`src/rtl/uart_rx_8n1.sv`:
```
// uart_rx_8n1 -- 8N1 UART receiver, oversampling the raw rx pin from the
// system clock. The receive-side counterpart of uart_tx_8n1.
//
// Optional build macro: UART_RX_MAJORITY_EN
//   undefined : one sample per bit at the nominal mid-bit point.
//   defined   : three samples (nominal -1, 0, +1) with a majority vote. The
//               decision lands one cycle later, so rx_valid / frame_err move
//               by +1 cycle. Needs CLKS_PER_BIT >= 4.
//
// Ports:
//   clk       in   system clock (12 MHz internal oscillator)
//   rst       in   synchronous reset, active-high
//   rx        in   asynchronous serial line, idles high
//   rxbyte    out  [7:0] last correctly framed byte, LSB received first
//   rx_valid  out  one-cycle pulse when rxbyte has been updated
//   frame_err out  one-cycle pulse when the stop bit samples low
//   busy      out  high in any state other than IDLE
module uart_rx_8n1 #(
  parameter int CLKS_PER_BIT = 1250
) (
  input  logic       clk,
  input  logic       rst,
  input  logic       rx,
  output logic [7:0] rxbyte,
  output logic       rx_valid,
  output logic       frame_err,
  output logic       busy
);

  localparam int HALF_BIT = CLKS_PER_BIT / 2;
  localparam int CNT_W    = $clog2(CLKS_PER_BIT) + 1;
`ifdef UART_RX_MAJORITY_EN
  localparam int DEC_DLY  = 1;
`else
  localparam int DEC_DLY  = 0;
`endif
  // Only the start decision needs the extra cycle; every later decision is
  // a full bit period after the previous one, so the delay carries through.
  localparam logic [CNT_W-1:0] START_LAST = CNT_W'(HALF_BIT - 1 + DEC_DLY);
  localparam logic [CNT_W-1:0] BIT_LAST   = CNT_W'(CLKS_PER_BIT - 1);

  typedef enum logic [2:0] {
    S_IDLE  = 3'd0,
    S_START = 3'd1,
    S_DATA  = 3'd2,
    S_STOP  = 3'd3,
    S_BREAK = 3'd4
  } state_t;

  state_t           r_state;
  state_t           w_state_nxt;
  logic             r_sync1;
  logic             r_sync2;
  logic             w_rx_s;
  logic             w_bit;
  logic [CNT_W-1:0] r_cnt;
  logic [2:0]       r_bitidx;
  logic [7:0]       r_shreg;
  logic             w_tick;
  logic             w_shift;
  logic             w_valid_nxt;
  logic             w_ferr_nxt;

  // Input synchronizer: everything downstream looks only at w_rx_s.
  always_ff @(posedge clk) begin
    if (rst) begin
      r_sync1 <= 1'b1;
      r_sync2 <= 1'b1;
    end else begin
      r_sync1 <= rx;
      r_sync2 <= r_sync1;
    end
  end

  assign w_rx_s = r_sync2;

`ifdef UART_RX_MAJORITY_EN
  logic r_hist1;
  logic r_hist2;

  function automatic logic maj3(input logic a, input logic b, input logic c);
    return (a & b) | (a & c) | (b & c);
  endfunction

  // At the decision cycle (nominal+1): r_hist2 = nominal-1, r_hist1 = nominal,
  // w_rx_s = nominal+1.
  always_ff @(posedge clk) begin
    if (rst) begin
      r_hist1 <= 1'b1;
      r_hist2 <= 1'b1;
    end else begin
      r_hist1 <= w_rx_s;
      r_hist2 <= r_hist1;
    end
  end

  assign w_bit = maj3(r_hist2, r_hist1, w_rx_s);
`else
  assign w_bit = w_rx_s;
`endif

  // State register
  always_ff @(posedge clk) begin
    if (rst) r_state <= S_IDLE;
    else     r_state <= w_state_nxt;
  end

  // Next-state logic
  always_comb begin
    w_state_nxt = r_state;
    case (r_state)
      S_IDLE:  if (!w_rx_s) w_state_nxt = S_START;
      S_START: if (w_tick) w_state_nxt = w_bit ? S_IDLE : S_DATA;
      S_DATA:  if (w_tick && (r_bitidx == 3'd7)) w_state_nxt = S_STOP;
      S_STOP:  if (w_tick) w_state_nxt = w_bit ? S_IDLE : S_BREAK;
      S_BREAK: if (w_rx_s) w_state_nxt = S_IDLE;
      default: w_state_nxt = S_IDLE;
    endcase
  end

  // Output / control decode
  always_comb begin
    w_tick      = 1'b0;
    w_shift     = 1'b0;
    w_valid_nxt = 1'b0;
    w_ferr_nxt  = 1'b0;
    busy        = (r_state != S_IDLE);
    case (r_state)
      S_START: w_tick = (r_cnt == START_LAST);
      S_DATA: begin
        w_tick  = (r_cnt == BIT_LAST);
        w_shift = w_tick;
      end
      S_STOP: begin
        w_tick      = (r_cnt == BIT_LAST);
        w_valid_nxt = w_tick & w_bit;
        w_ferr_nxt  = w_tick & ~w_bit;
      end
      default: ;
    endcase
  end

  // Counters, shift register and registered outputs
  always_ff @(posedge clk) begin
    if (rst) begin
      r_cnt     <= '0;
      r_bitidx  <= 3'd0;
      r_shreg   <= 8'h00;
      rxbyte    <= 8'h00;
      rx_valid  <= 1'b0;
      frame_err <= 1'b0;
    end else begin
      if (w_tick || (r_state == S_IDLE) || (r_state == S_BREAK)) r_cnt <= '0;
      else                                                       r_cnt <= r_cnt + CNT_W'(1);

      // LSB arrives first, so shifting right leaves bit 0 in r_shreg[0].
      if (w_shift) begin
        r_shreg  <= {w_bit, r_shreg[7:1]};
        r_bitidx <= r_bitidx + 3'd1;
      end else if (r_state != S_DATA) begin
        r_bitidx <= 3'd0;
      end

      if (w_valid_nxt) rxbyte <= r_shreg;
      rx_valid  <= w_valid_nxt;
      frame_err <= w_ferr_nxt;
    end
  end

endmodule

```
`config.mk`:
```
export PLATFORM = sky130hd
export DESIGN_NAME = uart_rx_8n1
export DESIGN_NICKNAME = d
export VERILOG_FILES = /design/src/rtl/uart_rx_8n1.sv
export SDC_FILE = /design/constraint.sdc
export NUM_CORES = 1
export LEC_CHECK = 0
export ABC_AREA = 1
export BUFFER_PORTS_ARGS = -buffer_cell sky130_fd_sc_hd__buf_2
export CAP_MARGIN = 20
export CORE_ASPECT_RATIO = 1.4
export CORE_MARGIN = 5
export CORE_UTILIZATION = 65
export CTS_BUF_LIST = sky130_fd_sc_hd__clkbuf_4
export DETAILED_ROUTE_END_ITERATION = 7
export PLACE_DENSITY = 0.82
export RECOVER_POWER = 50
export SYNTH_ARGS = -nofsm -noshare
export SYNTH_HDL_FRONTEND = slang
export SYNTH_SLANG_ARGS = --single-unit
```
`constraint.sdc`:
```
create_clock -name clk -period 3.2 [get_ports clk]
set_input_delay 0.64 -clock clk [delete_from_list [all_inputs] [get_ports clk]]
set_output_delay 0.64 -clock clk [all_outputs]
set_load 0.01 [all_outputs]
```
==> metrics.yaml <==
path_clk_slew_ns: 0.12
cap_violations: 0
setup_viol: 0
drt_wl_total_um: 2940
yosysTopAreaCell: "dfxtp_1"
fill_cells: 210
path_common_cell: "nor2_1"
worstMarginPinSlew_ns: 0.922
fin_area_sq_um: 1790
antenna_found_initial: 0
cts.path.max_buffers: 2
ctsRootBufferMaster: "clkbuf_4"
grt_max_degree: 20
cts_num_sinks: 38
synth_cell_type_count: 27
grt_first_pass_wirelength_um: 5110
final_max_slew_viol_count: 0
multi_input_area_sq_um: 724
hp-class: "flop to flop"
rsz0062_at_grt: "false"
hold_viol_final: 0
syn_to_final_growth_pct: 8.11
remaining_drc_errors: 0
critical-path-slowest-cell: "nor2_1"
initial_core_util_pct: 68.3
hpwl_um: 2240
slew_headroom_pct: 38.3
seq_area_sq_um: 761
vdd_drop_max_mv: 0.479
setup_tns_ns: 0
cp_cell_sequence: "ha_1 > nand2_1 > nor2_1 > nand3_1 > nor2_1 > o21ai_0 > a21oi_1"
dieHeight_um: 69.6
ios: 14
grt_overflow: 0
cts_buffers: 5
power_density_nw_per_um2: 598
h-tree-depth: 2
nets: 227
critPathBufInv: 0
num_rows: 21
avgSynthCellArea_sq_um: 8.10
cts_setup_buffers: 0
via_per_inst: 5.08
cts_tree: "built"
syn_nets: 212
dr.pass1.iters: 4
ant_nets: 0
synthCells: 204
syn_area_sq_um: 1650
track_usage_pct: 18.2
drt_iter0_drc: 24
finClkSkew_ns: 0.0153
endpoint_kind: "flop"
port_buffers: 13
ys_seq_area_share_pct: 46.1
period_share_pct: 65.5
fmax_mhz: 477
wl_per_cell_um: 11.6
critPathMaxStageDelay_ns: 0.71
synth_top_area_share_pct: 46.1
first_global_vias: 1265
power.leakage_nw: 0.675
dieWidth_um: 52.6
die-area_sq_um: 3660
path_class: "flop to flop"
holdBufCountCts: 0
crit_family: "simple AND/OR/NAND/NOR gates"
placed_area_sq_um: 1720
cts.repair.resized: 0
yosysWarnings: 0
insertion_delay_ns: 0.34
gp_congestion: 0.856
start_kind: "flop"
drive_gt1_share_pct: 13.2
synthTopCellsByArea: "dfxtp_1 46%, a21oi_1 6.4%, nand2_1 6.1%"
arrival_ns: 2.38
outcome: "complete, no violations"
ys_seq_elements: 38
antenna_cells: 0
cp.required_ns: 3.48
path_max_fanout: 19
vias: 1290
core_sq_um: 2420
finalCriticalPeriod_ns: 2.09
cells in the final DEF, fill, tap and decap left out, drive strengths merged:
master / Yosys / routed
nor2: 29 / 29
a31o: 1 / 1
or2: 3 / 3
a21oi: 21 / 21
o21a: 1 / 1
ha: 5 / 5
nand2: 29 / 29
nand4: 4 / 4
xor2: 5 / 5
or3: 1 / 1
clkinv: 1 / 2
clkbuf: 1 / 16
buf: 4 / 2
nand3: 8 / 8
dfxtp: 38 / 38
xnor2: 3 / 3
nor3: 4 / 4
bufinv: 0 / 2
o21ai: 19 / 19
inv: 27 / 27
report_power, final:
part / switching [mW] / total, mW / internal (mW)
Clock: 0.151 / 0.392 / 0.241
Sequential: 0.0291 / 0.520 / 0.491
Combinational: 0.101 / 0.155 / 0.0539
Total: 0.281 / 1.07 / 0.786
cells in the mapped netlist:
| cell type | count |
|---|---|
| a21oi_1 | 21 |
| a31o_2 | 1 |
| buf_1 | 1 |
| buf_6 | 3 |
| clkbuf_1 | 1 |
| clkinv_1 | 1 |
| dfxtp_1 | 38 |
| ha_1 | 5 |
| inv_1 | 25 |
| inv_2 | 2 |
| nand2_1 | 27 |
| nand2_2 | 2 |
| nand3_1 | 6 |
| nand3_2 | 2 |
| nand4_1 | 4 |
| nor2_1 | 16 |
| nor2_2 | 11 |
| nor2_4 | 2 |
| nor3_1 | 3 |
| nor3_2 | 1 |
| o21a_1 | 1 |
| o21ai_0 | 19 |
| or2_0 | 1 |
| or2_2 | 2 |
| or3_4 | 1 |
| xnor2_1 | 3 |
| xor2_1 | 5 |
area by class of cell:
class,count,area share [%]
Timing Repair Buffer,13,2.87
Clock inverter,3,3.57
Inverter,28,5.89
Sequential cell,38,42.6
Clock buffer,5,2.10
Multi-Input combinational cell,133,40.6
Tap cell,34,2.38
per-layer routing:
layer	track usage (%)	part of all wire, %
met1	18.8	40
met2	32.7	56
met3	5.38	2.9
met4	6.82	1.5
met5	0	0
through the flow:
step | cells | power (mW) | utilization [%] | setup slack [ns] | hold slack (ns)
final | 254 | 1.07 | 73.9 | 1.11 | 0.426
after global routing | 254 | 1.12 | 73.9 | 0.818 | 0.460
after CTS | 254 | 1.08 | 75.3 | 1.40 | 0.430
after detailed placement | 246 | 0.693 | 71.1 | 1.56 | 0.403
after global placement | 246 | 0.687 | 71.1 | 1.64 | 0.392
after floorplan | 204 | 0.662 | - | 1.71 | 0.389
worst register-to-register path, delay by kind of cell, from the launching register on:
kind	cells	cell delay, ns
adder cells (fa/ha/maj)	1	0.18
AO/OA/AOI/OAI	2	0.34
flip-flops	1	0.46
AND/OR/NAND/NOR	4	1.06
worst paths after layout:
kind,startpoint,end,slack [ns],cells after the start
min,r_sync1,r_sync2,0.43,1
max,r_cnt[0],r_shreg[6],1.11,7
min reg2reg,r_sync1,r_sync2,0.43,1
max reg2reg,r_cnt[0],r_shreg[6],1.11,7
flip-flops by register name, summed over array words and instances, names as in the netlist:
register / count
rx_valid: 1
r_sync1: 1
r_sync2: 1
r_state: 3
r_cnt: 12
r_shreg: 8
r_bitidx: 3
frame_err: 1
rxbyte: 8
cell families (layout without fill, tap and decap cells):
family,count (synthesis),in the layout,synth area share [%]
AND/OR/NAND/NOR,78,78,23.9
XOR/XNOR,8,8,4.24
buffers and inverters,33,49,8.86
AO/OA/AOI/OAI,42,42,13.1
flip-flops,38,38,46.1
adder cells (fa/ha/maj),5,5,3.79
(Power assumes the default switching activity.)
